$ cat src/rtl/qea_pkg.sv
// qea_pkg: shared FSM state encoding and lane/offset helpers
// used by the QEA host sequencer and its testbench-facing blocks.
package qea_pkg;

  typedef enum logic [3:0] {
    S_IDLE,
    S_LOAD_CTX,
    S_INIT_ST,
    S_START,
    S_WAIT_CMP,
    S_RD_REQ,
    S_RD_WAIT,
    S_RD_HOLD,
    S_DONE
  } state_t;

  // LSB of the top lane of a state word
  function automatic int top_lane_lsb(
    int pe_num,
    int sdw,
    int dw
  );
    return pe_num * sdw - dw;
  endfunction

  // index of the last state word for a qubit count
  function automatic logic [31:0] last_word(
    int qbit,
    int pe_w
  );
    return (32'd1 << (qbit - pe_w)) - 32'd1;
  endfunction

  function automatic int min_qbit(int pe_w);
    return pe_w + 1;
  endfunction

  function automatic int max_qbit(int pe_w, int aw);
    return aw + pe_w;
  endfunction

endpackage

$ cat src/rtl/qea_host_sequencer_if.sv
// qea_host_sequencer_if: upstream context stream and result stream.
// master = sequencer side, slave = host/testbench side.
interface qea_host_sequencer_if #(
  parameter int CTX_W  = 64,
  parameter int DOUT_W = 256
);

  logic              i_ctx_valid;
  logic [CTX_W-1:0]  i_ctx_data;
  logic              o_ctx_ready;
  logic              o_dout_valid;
  logic [DOUT_W-1:0] o_dout_data;
  logic              i_dout_ready;

  modport master (
    input  i_ctx_valid,
    input  i_ctx_data,
    input  i_dout_ready,
    output o_ctx_ready,
    output o_dout_valid,
    output o_dout_data
  );

  modport slave (
    output i_ctx_valid,
    output i_ctx_data,
    output i_dout_ready,
    input  o_ctx_ready,
    input  o_dout_valid,
    input  o_dout_data
  );

endinterface

$ cat src/rtl/qea_out_slice.sv
// qea_out_slice: one-entry valid/ready holding register.
// Ports: clk, rst, load/load_data in, ready in, valid/data out.
module qea_out_slice #(
  parameter int W = 256
) (
  input  logic         clk,
  input  logic         rst,
  input  logic         load,
  input  logic [W-1:0] load_data,
  input  logic         ready,
  output logic         valid,
  output logic [W-1:0] data
);

  always_ff @(posedge clk or posedge rst) begin
    if (rst) begin
      valid <= 1'b0;
      data  <= '0;
    end else if (load) begin
      valid <= 1'b1;
      data  <= load_data;
    end else if (valid && ready) begin
      valid <= 1'b0;
    end
  end

endmodule

$ cat src/rtl/qea_host_sequencer.sv
// qea_host_sequencer: loads gate context, inits state RAM, starts QEA, streams results.
// Ports: clk/rst, job start (i_go, i_qbit_num, i_ins_num), bus (ctx/result streams), ctx + state RAM ports, start/complete, busy/done/err.
module qea_host_sequencer
  import qea_pkg::*;
#(
  parameter int PE_NUM_WIDTH            = 2,
  parameter int PE_NUM                  = 4,
  parameter int DATA_WIDTH              = 32,
  parameter int STATE_DATA_WIDTH        = 64,
  parameter int STATE_ADDR_WIDTH        = 16,
  parameter int GATE_CONTEXT_DATA_WIDTH = 64,
  parameter int GATE_CONTEXT_ADDR_WIDTH = 16,
  parameter int MAX_QBIT_WIDTH          = 6,
  parameter int NUM_FRAC_BIT            = 30,
  parameter int RD_LAT                  = 1
) (
  input  logic clk,
  input  logic rst,
  input  logic i_go,
  input  logic [MAX_QBIT_WIDTH-1:0] i_qbit_num,
  input  logic [GATE_CONTEXT_ADDR_WIDTH-1:0] i_ins_num,
  qea_host_sequencer_if.master bus,
  output logic o_ctx_en,
  output logic o_ctx_wea,
  output logic [GATE_CONTEXT_ADDR_WIDTH-1:0] o_ctx_addr,
  output logic [GATE_CONTEXT_DATA_WIDTH-1:0] o_ctx_data,
  output logic o_state_ena,
  output logic o_state_wea,
  output logic [STATE_ADDR_WIDTH-1:0] o_state_addra,
  output logic [PE_NUM*STATE_DATA_WIDTH-1:0] o_state_dina,
  input  logic [PE_NUM*STATE_DATA_WIDTH-1:0] i_state_dout,
  output logic o_start,
  input  logic i_complete,
  output logic o_busy,
  output logic o_done,
  output logic o_err
);

  localparam int SW  = PE_NUM * STATE_DATA_WIDTH;
  localparam int SAW = STATE_ADDR_WIDTH;
  localparam int CAW = GATE_CONTEXT_ADDR_WIDTH;
  localparam int TOP_LSB =
    top_lane_lsb(PE_NUM, STATE_DATA_WIDTH, DATA_WIDTH);

  localparam logic [DATA_WIDTH-1:0] ONE_FX =
    DATA_WIDTH'(1) << NUM_FRAC_BIT;
  // amplitude 1.0 of |0..0> in the top lane of word 0
  localparam logic [SW-1:0] INIT_WORD = SW'(ONE_FX) << TOP_LSB;

  state_t state;
  state_t nxt;

  logic [MAX_QBIT_WIDTH-1:0] qbit_r;
  logic [CAW-1:0] ins_r;
  logic [CAW-1:0] ctx_cnt;
  logic [SAW-1:0] st_cnt;
  logic [7:0] lat_cnt;
  logic [SAW-1:0] n_last;

  logic go_bad;
  logic ctx_hs;
  logic ctx_last;
  logic st_last;
  logic lat_done;
  logic out_hs;
  logic out_load;

  assign go_bad =
    (int'(i_qbit_num) < min_qbit(PE_NUM_WIDTH)) ||
    (int'(i_qbit_num) > max_qbit(PE_NUM_WIDTH, SAW));

  assign n_last = SAW'(last_word(int'(qbit_r), PE_NUM_WIDTH));

  assign ctx_hs   = bus.i_ctx_valid && (state == S_LOAD_CTX);
  assign ctx_last = (ctx_cnt == ins_r - CAW'(1));
  assign st_last  = (st_cnt == n_last);
  assign lat_done = (lat_cnt == 8'(RD_LAT - 1));
  assign out_hs   = bus.o_dout_valid && bus.i_dout_ready;
  assign out_load = (state == S_RD_WAIT) && lat_done;

  always_ff @(posedge clk or posedge rst) begin
    if (rst) state <= S_IDLE;
    else     state <= nxt;
  end

  always_comb begin
    nxt = state;
    unique case (state)
      S_IDLE:
        if (i_go && !go_bad)
          nxt = (i_ins_num == '0) ? S_INIT_ST : S_LOAD_CTX;
      S_LOAD_CTX:
        if (ctx_hs && ctx_last) nxt = S_INIT_ST;
      S_INIT_ST:
        if (st_last) nxt = S_START;
      S_START:
        nxt = S_WAIT_CMP;
      S_WAIT_CMP:
        if (i_complete) nxt = S_RD_REQ;
      S_RD_REQ:
        nxt = S_RD_WAIT;
      S_RD_WAIT:
        if (lat_done) nxt = S_RD_HOLD;
      S_RD_HOLD:
        if (out_hs) nxt = st_last ? S_DONE : S_RD_REQ;
      S_DONE:
        nxt = S_IDLE;
      default:
        nxt = S_IDLE;
    endcase
  end

  always_comb begin
    bus.o_ctx_ready = 1'b0;
    o_state_ena     = 1'b0;
    o_state_wea     = 1'b0;
    o_state_addra   = '0;
    o_state_dina    = '0;
    o_start         = 1'b0;
    o_done          = 1'b0;
    o_busy          = (state != S_IDLE);
    unique case (state)
      S_LOAD_CTX: bus.o_ctx_ready = 1'b1;
      S_INIT_ST: begin
        o_state_ena   = 1'b1;
        o_state_wea   = 1'b1;
        o_state_addra = st_cnt;
        o_state_dina  = (st_cnt == '0) ? INIT_WORD : '0;
      end
      S_START: o_start = 1'b1;
      S_RD_REQ: begin
        o_state_ena   = 1'b1;
        o_state_addra = st_cnt;
      end
      S_DONE: o_done = 1'b1;
      default: ;
    endcase
  end

  always_ff @(posedge clk or posedge rst) begin
    if (rst) begin
      qbit_r     <= '0;
      ins_r      <= '0;
      ctx_cnt    <= '0;
      st_cnt     <= '0;
      lat_cnt    <= '0;
      o_err      <= 1'b0;
      o_ctx_en   <= 1'b0;
      o_ctx_wea  <= 1'b0;
      o_ctx_addr <= '0;
      o_ctx_data <= '0;
    end else begin
      o_err     <= 1'b0;
      o_ctx_en  <= 1'b0;
      o_ctx_wea <= 1'b0;
      unique case (state)
        S_IDLE:
          if (i_go) begin
            qbit_r  <= i_qbit_num;
            ins_r   <= i_ins_num;
            o_err   <= go_bad;
            ctx_cnt <= '0;
            st_cnt  <= '0;
          end
        S_LOAD_CTX:
          if (ctx_hs) begin
            o_ctx_en   <= 1'b1;
            o_ctx_wea  <= 1'b1;
            o_ctx_addr <= ctx_cnt;
            o_ctx_data <= bus.i_ctx_data;
            ctx_cnt    <= ctx_last ? '0 : ctx_cnt + CAW'(1);
          end
        S_INIT_ST:
          st_cnt <= st_last ? '0 : st_cnt + SAW'(1);
        S_RD_REQ:
          lat_cnt <= '0;
        S_RD_WAIT:
          lat_cnt <= lat_cnt + 8'd1;
        S_RD_HOLD:
          if (out_hs && !st_last) st_cnt <= st_cnt + SAW'(1);
        S_DONE:
          st_cnt <= '0;
        default: ;
      endcase
    end
  end

  qea_out_slice #(
    .W(SW)
  ) u_out (
    .clk       (clk),
    .rst       (rst),
    .load      (out_load),
    .load_data (i_state_dout),
    .ready     (bus.i_dout_ready),
    .valid     (bus.o_dout_valid),
    .data      (bus.o_dout_data)
  );

endmodule

$ cat src/flat_wrapper.sv
// flat-port wrapper written by rule: the top's interface ports become plain ports
module qea_host_sequencer_flat import qea_pkg::*;
#(
  parameter int PE_NUM_WIDTH            = 2,
  parameter int PE_NUM                  = 4,
  parameter int DATA_WIDTH              = 32,
  parameter int STATE_DATA_WIDTH        = 64,
  parameter int STATE_ADDR_WIDTH        = 16,
  parameter int GATE_CONTEXT_DATA_WIDTH = 64,
  parameter int GATE_CONTEXT_ADDR_WIDTH = 16,
  parameter int MAX_QBIT_WIDTH          = 6,
  parameter int NUM_FRAC_BIT            = 30,
  parameter int RD_LAT                  = 1
)
  (clk, rst, i_go, i_qbit_num, i_ins_num, o_ctx_en, o_ctx_wea, o_ctx_addr, o_ctx_data, o_state_ena, o_state_wea, o_state_addra, o_state_dina, i_state_dout, o_start, i_complete, o_busy, o_done, o_err, bus_i_ctx_valid, bus_i_ctx_data, bus_i_dout_ready, bus_o_ctx_ready, bus_o_dout_valid, bus_o_dout_data);
  qea_host_sequencer_if #(.CTX_W(64), .DOUT_W((256))) bus_i ();
  input  logic clk;
  input  logic rst;
  input  logic i_go;
  input  logic [MAX_QBIT_WIDTH-1:0] i_qbit_num;
  input  logic [GATE_CONTEXT_ADDR_WIDTH-1:0] i_ins_num;
  output logic o_ctx_en;
  output logic o_ctx_wea;
  output logic [GATE_CONTEXT_ADDR_WIDTH-1:0] o_ctx_addr;
  output logic [GATE_CONTEXT_DATA_WIDTH-1:0] o_ctx_data;
  output logic o_state_ena;
  output logic o_state_wea;
  output logic [STATE_ADDR_WIDTH-1:0] o_state_addra;
  output logic [PE_NUM*STATE_DATA_WIDTH-1:0] o_state_dina;
  input  logic [PE_NUM*STATE_DATA_WIDTH-1:0] i_state_dout;
  output logic o_start;
  input  logic i_complete;
  output logic o_busy;
  output logic o_done;
  output logic o_err;
  input wire logic [$bits(bus_i.i_ctx_valid)-1:0] bus_i_ctx_valid;
  input wire logic [$bits(bus_i.i_ctx_data)-1:0] bus_i_ctx_data;
  input wire logic [$bits(bus_i.i_dout_ready)-1:0] bus_i_dout_ready;
  output wire logic [$bits(bus_i.o_ctx_ready)-1:0] bus_o_ctx_ready;
  output wire logic [$bits(bus_i.o_dout_valid)-1:0] bus_o_dout_valid;
  output wire logic [$bits(bus_i.o_dout_data)-1:0] bus_o_dout_data;
  assign bus_i.i_ctx_valid = bus_i_ctx_valid;
  assign bus_i.i_ctx_data = bus_i_ctx_data;
  assign bus_i.i_dout_ready = bus_i_dout_ready;
  assign bus_o_ctx_ready = bus_i.o_ctx_ready;
  assign bus_o_dout_valid = bus_i.o_dout_valid;
  assign bus_o_dout_data = bus_i.o_dout_data;
  qea_host_sequencer #(.PE_NUM_WIDTH(PE_NUM_WIDTH), .PE_NUM(PE_NUM), .DATA_WIDTH(DATA_WIDTH), .STATE_DATA_WIDTH(STATE_DATA_WIDTH), .STATE_ADDR_WIDTH(STATE_ADDR_WIDTH), .GATE_CONTEXT_DATA_WIDTH(GATE_CONTEXT_DATA_WIDTH), .GATE_CONTEXT_ADDR_WIDTH(GATE_CONTEXT_ADDR_WIDTH), .MAX_QBIT_WIDTH(MAX_QBIT_WIDTH), .NUM_FRAC_BIT(NUM_FRAC_BIT), .RD_LAT(RD_LAT)) u_core (.clk(clk), .rst(rst), .i_go(i_go), .i_qbit_num(i_qbit_num), .i_ins_num(i_ins_num), .bus(bus_i), .o_ctx_en(o_ctx_en), .o_ctx_wea(o_ctx_wea), .o_ctx_addr(o_ctx_addr), .o_ctx_data(o_ctx_data), .o_state_ena(o_state_ena), .o_state_wea(o_state_wea), .o_state_addra(o_state_addra), .o_state_dina(o_state_dina), .i_state_dout(i_state_dout), .o_start(o_start), .i_complete(i_complete), .o_busy(o_busy), .o_done(o_done), .o_err(o_err));
endmodule
$ cat config.mk
export PLATFORM = sky130hd
export DESIGN_NAME = qea_host_sequencer_flat
export DESIGN_NICKNAME = d
export VERILOG_FILES = /design/src/rtl/qea_pkg.sv /design/src/rtl/qea_host_sequencer_if.sv /design/src/rtl/qea_out_slice.sv /design/src/rtl/qea_host_sequencer.sv /design/src/flat_wrapper.sv
export SDC_FILE = /design/constraint.sdc
export NUM_CORES = 1
export LEC_CHECK = 0
export ABC_AREA = 1
export BUFFER_PORTS_ARGS = -buffer_cell sky130_fd_sc_hd__buf_2
export CORE_AREA = 4 4 373 375
export CTS_CLUSTER_SIZE = 20
export DETAILED_ROUTE_END_ITERATION = 6
export DIE_AREA = 0 0 377 379
export GPL_TIMING_DRIVEN = 0
export PLACE_DENSITY = 0.4
export RECOVER_POWER = 100
export SYNTH_ARGS = -nofsm -noshare
export SYNTH_HDL_FRONTEND = slang
export SYNTH_SLANG_ARGS = --single-unit
$ cat constraint.sdc
create_clock -name clk -period 18.6 [get_ports clk]
set_clock_uncertainty 0.15 [all_clocks]
set_input_delay 3.72 -clock clk [delete_from_list [all_inputs] [get_ports clk]]
set_output_delay 3.72 -clock clk [all_outputs]
set_load 0.01 [all_outputs]
==> PnR_summary.wiki <==
{| class="wikitable"
! Metric !! Value
|-
| Share of the synthesized area in compound gates (AO/OA/AOI/OAI) || 3.07%
|-
| Final period demand of the worst path || 7.40 ns
|-
| Sw Share || about two fifths
|-
| Worst-case clock buffer depth || 3
|-
| Endpoints failing setup || 0
|-
| Clock latency on the worst-skew pair || roughly 0.64 ns
|-
| Clock transition at the registers of the reported paths || about 0.06 ns
|-
| Xor/xnor cell area share of the yosys netlist || 2.46%
|-
| Register-to-register path setup slack || between 10 and 15 ns
|-
| Max_slew headroom || -260%
|-
| Cell seen most often among critical-path stages || sky130_fd_sc_hd__buf_16
|-
| Crit. End Element || async pin
|-
| Failing checks || capacitance limit, slew limit
|-
| I/O pin cnt || between 900 and 1000
|-
| End of the worst register-to-register path || u_core.o_ctx_data[7]$_DFFE_PP0P_
|-
| Worst IR drop on VDD || 0.0000783 V
|-
| Arrival time worst endpoint || about 7.9 ns
|-
| Launch instance of the worst register-to-register path || u_core.state[0]$_DFFE_PP0P_
|-
| Critical path class || in2async
|-
| Cell row count || between 100 and 150
|-
| Simple-gate area share of the yosys netlist || between 10% and 20%
|-
| Max Cap Violations || 1
|-
| Post-Place Setup Slack || around 12 ns
|-
| Critical path, cell by cell || buf_2, clkinvlp_2, buf_16, buf_16
|-
| Total negative setup slack || 0 ns
|-
| GRT Overall Usage || between 10% and 20%
|-
| Synth Register Bits || ~400
|-
| Vias after detailed routing || roughly 16000
|-
| Overall overflow remaining after global route || 0
|-
| Share of the synthesized area in the top cell type || between 50 and 60%
|-
| Adder-cell area share of the yosys netlist || less than 1%
|-
| Share of the clock period used by the worst path || 39.8%
|-
| Half-perimeter wire length after placement || roughly 73000 um
|-
| Post-synth EDFFs || 0
|-
| Count of cells along the worst register-to-register path || 12
|-
| Area of the placeable core || about 0.14 sq mm
|-
| Mean instance size in the synthesized netlist || between 10 and 15 sq um
|-
| Worst-margin pin slew || 5.38 ns
|-
| Vertical die dimension || 379 um
|-
| Fraction of the yosys area taken by sequential cells || a little over half
|-
| Post-synthesis cell type count || between 40 and 50
|-
| Wire length of the first global-routing pass || around 120000 um
|-
| Prevailing post-synth register cell || sky130_fd_sc_hd__dfrtp_1
|-
| Share of the core filled with cells || between 20 and 25%
|-
| Number of global-route vias before repair || 16200
|-
| Cell at the root of the clock tree || sky130_fd_sc_hd__clkbuf_16
|-
| Average via count per standard cell || 3.41
|-
| Count of synthesis-stage warnings from yosys || 0
|-
| WL/cell || 18.8 um
|-
| Die outline area || between 0.1 and 0.15 sq mm
|-
| Largest net degree at the start of global routing || 114
|-
| Power Internal || approximately 2.5 mW
|-
| # Post-CTS Setup Buffers || 0
|-
| Sw power || between 1.5 and 2 mW
|-
| Starting Density || between 10% and 20%
|-
| Post-detailed-routing wire length || 89100 um
|-
| Max-slew violation count || around 110
|-
| Worst-path fanout max || between 100 and 150
|-
| Static leakage || roughly 13 nW
|-
| Portion of total power attributed to the clock network || between 20% and 30%
|-
| Number of CTS-inserted buffers || 53
|-
| Residual antenna-violating net count after detailed routing || 0
|-
| Fraction of synthesized area in multiplexers || 15.3%
|-
| Pre-Repair DR Iteration Count || 4
|-
| Cell with the most instances after synthesis || sky130_fd_sc_hd__dfrtp_1
|-
| H-tree levels || 2
|-
| WHS Path Cells || 2
|-
| Starting DRT DRC Count || 780
|-
| Cell with the largest stage delay on the worst path || sky130_fd_sc_hd__clkinvlp_2
|-
| Clock tree from TritonCTS || built
|-
| DRC || 0
|-
| Post-synth top cells || sky130_fd_sc_hd__dfrtp_1, sky130_fd_sc_hd__nand2_1, sky130_fd_sc_hd__mux2_2
|-
| Combinational family with the most area after synthesis || multiplexers
|-
| Sinks on the clock net || approximately 410
|-
| Worst min-delay path endpoint || u_core.o_ctx_data[17]$_DFFE_PP0P_
|-
| Total power divided by cell area || between 150 and 200 mW/mm^2
|-
| Die width || around 380 um
|-
| Global placement routability congestion || approximately 0.84
|-
| Resized cells post-CTS || 0
|-
| Synth async-reset ratio || 100%
|-
| Sequential share of power || between 30 and 40%
|-
| Worst-case setup margin in the final layout || around 11 ns
|-
| Delay contributed by the slowest stage of the critical path || roughly 3.0 ns
|-
| Final hold violation count || 0
|-
| Data required time at the worst endpoint || 19.13 ns
|-
| Number of antenna violations at the first check in global routing || 38
|-
| Largest cells by area after synthesis || sky130_fd_sc_hd__dfrtp_1, sky130_fd_sc_hd__mux2_2, sky130_fd_sc_hd__buf_4
|-
| Share of power burned in combinational logic || roughly 39%
|-
| Achievable frequency || 135 MHz
|-
| Instance count of the mapped netlist || between 1500 and 2000
|-
| Number of hold buffers added after cts || 0
|-
| Class of the tightest hold or removal check || reg2reg
|-
| Worst Hold Launch || u_core.o_ctx_data[17]$_DFFE_PP0P_
|-
| RSZ-0062 raised after global routing || false
|-
| Outcome || finished with violations
|-
| Layout cell share with drive strength beyond 1 || 33.1%
|-
| Signed area change from the synthesized netlist to the final layout || 41.9%
|-
| Net count of the finished layout || between 3000 and 4000
|-
| Cell type with the largest total area after synthesis || sky130_fd_sc_hd__dfrtp_1
|-
| Post-synthesis cell area || slightly below 0.02 sq mm
|-
| Setup crit start kind || input pin
|-
| Total of buffers placed on input and output ports || 710
|}
through the flow:
stage	total power, mW	cell area [sq um]	hold slack [ns]	std cells
2_1_floorplan	2.44	20400	0.296	2126
3_3_place_gp	3.30	26200	0.302	4617
3_5_place_dp	3.30	26300	0.303	4620
4_1_cts	4.42	28100	0.318	4717
5_1_grt	4.55	27600	0.337	4729
6_report	4.23	27600	0.317	4730
worst max-delay path: cells and delay by family:
kind / cells / cell delay, ns
buf+inv: 4 / 3.84
cell families (layout without fill, tap and decap cells):
logic type | after synthesis | after routing
AOI/OAI and AO/OA | 95 | 95
adders and majority gates | 8 | 8
DFF | 405 | 405
muxes | 265 | 265
xor gates and xnor gates | 53 | 53
buffers and inverters | 435 | 1245
and+or+nand+nor | 610 | 610
other | 1 | 268
state kept, by name, summed over array words and instances, names as in the netlist:
name                cells
u_core.ins_r           16
u_core.ctx_cnt         16
u_core.st_cnt          16
u_core.o_ctx_addr      16
u_core.state            4
u_core.u_out.valid      1
u_core.qbit_r           6
u_core.u_out.data     256
u_core.lat_cnt          8
u_core.o_ctx_data      64
u_core.o_err            1
u_core.o_ctx_en         1
placed cells by master, fill, tap and decap left out, drive strengths merged, types with 33 or more instances in the layout:
master	instances
buf	606
clkbuf	508
dfrtp	405
nand2	379
mux2	264
conb	255
nor2	117
inv	115
nand3	47
xor2	45
o21ai	33
power groups by stage:
stage	registers, mW	logic, mW	clock network, mW
2_1_floorplan	1.64	0.800	0
3_3_place_gp	1.50	1.80	0
3_5_place_dp	1.50	1.80	0
4_1_cts	1.50	1.81	1.11
5_1_grt	1.56	1.85	1.14
6_report	1.50	1.66	1.06
final cells by class:
| cell class | count | area [sq um] |
|---|---|---|
| Antenna cell | 13 | 32.5 |
| Clock buffer | 82 | 1610 |
| Fill cell | 15100 | 108000 |
| Multi-Input combinational cell | 1286 | 7660 |
| Buffer | 319 | 2180 |
| Tap cell | 1781 | 2230 |
| Inverter | 116 | 439 |
| Sequential cell | 405 | 10100 |
| Timing Repair Buffer | 713 | 3170 |
| Clock inverter | 15 | 190 |
worst max-delay path by stage:
stage                     cells after the start                            endpoint                        start  slack [ns]
after floorplan                               1       u_core.ctx_cnt[0]$_DFFE_PP0P_                          rst        3.46
after global placement                        2        u_core.st_cnt[5]$_DFFE_PP0P_                          rst       -3.39
after detailed placement                      8    u_core.o_ctx_data[7]$_DFFE_PP0P_              bus_i_ctx_valid       11.65
after CTS                                     9                    o_state_addra[9]  u_core.state[0]$_DFFE_PP0P_       11.90
after global routing                          2  u_core.u_out.data[205]$_DFFE_PP0P_                          rst       10.37
final                                         4        u_core.st_cnt[5]$_DFFE_PP0P_                          rst       11.20
routing by layer:
metal | global-route usage (%) | vias to the layer above | share of wire, %
li1 | - | 7659 | -
met1 | 13.9 | 7690 | 39
met2 | 19.5 | 654 | 47
met3 | 5.30 | 130 | 11
met4 | 3.64 | 4 | 2.9
met5 | 0 | - | 0.025
(Power assumes the default switching activity.)
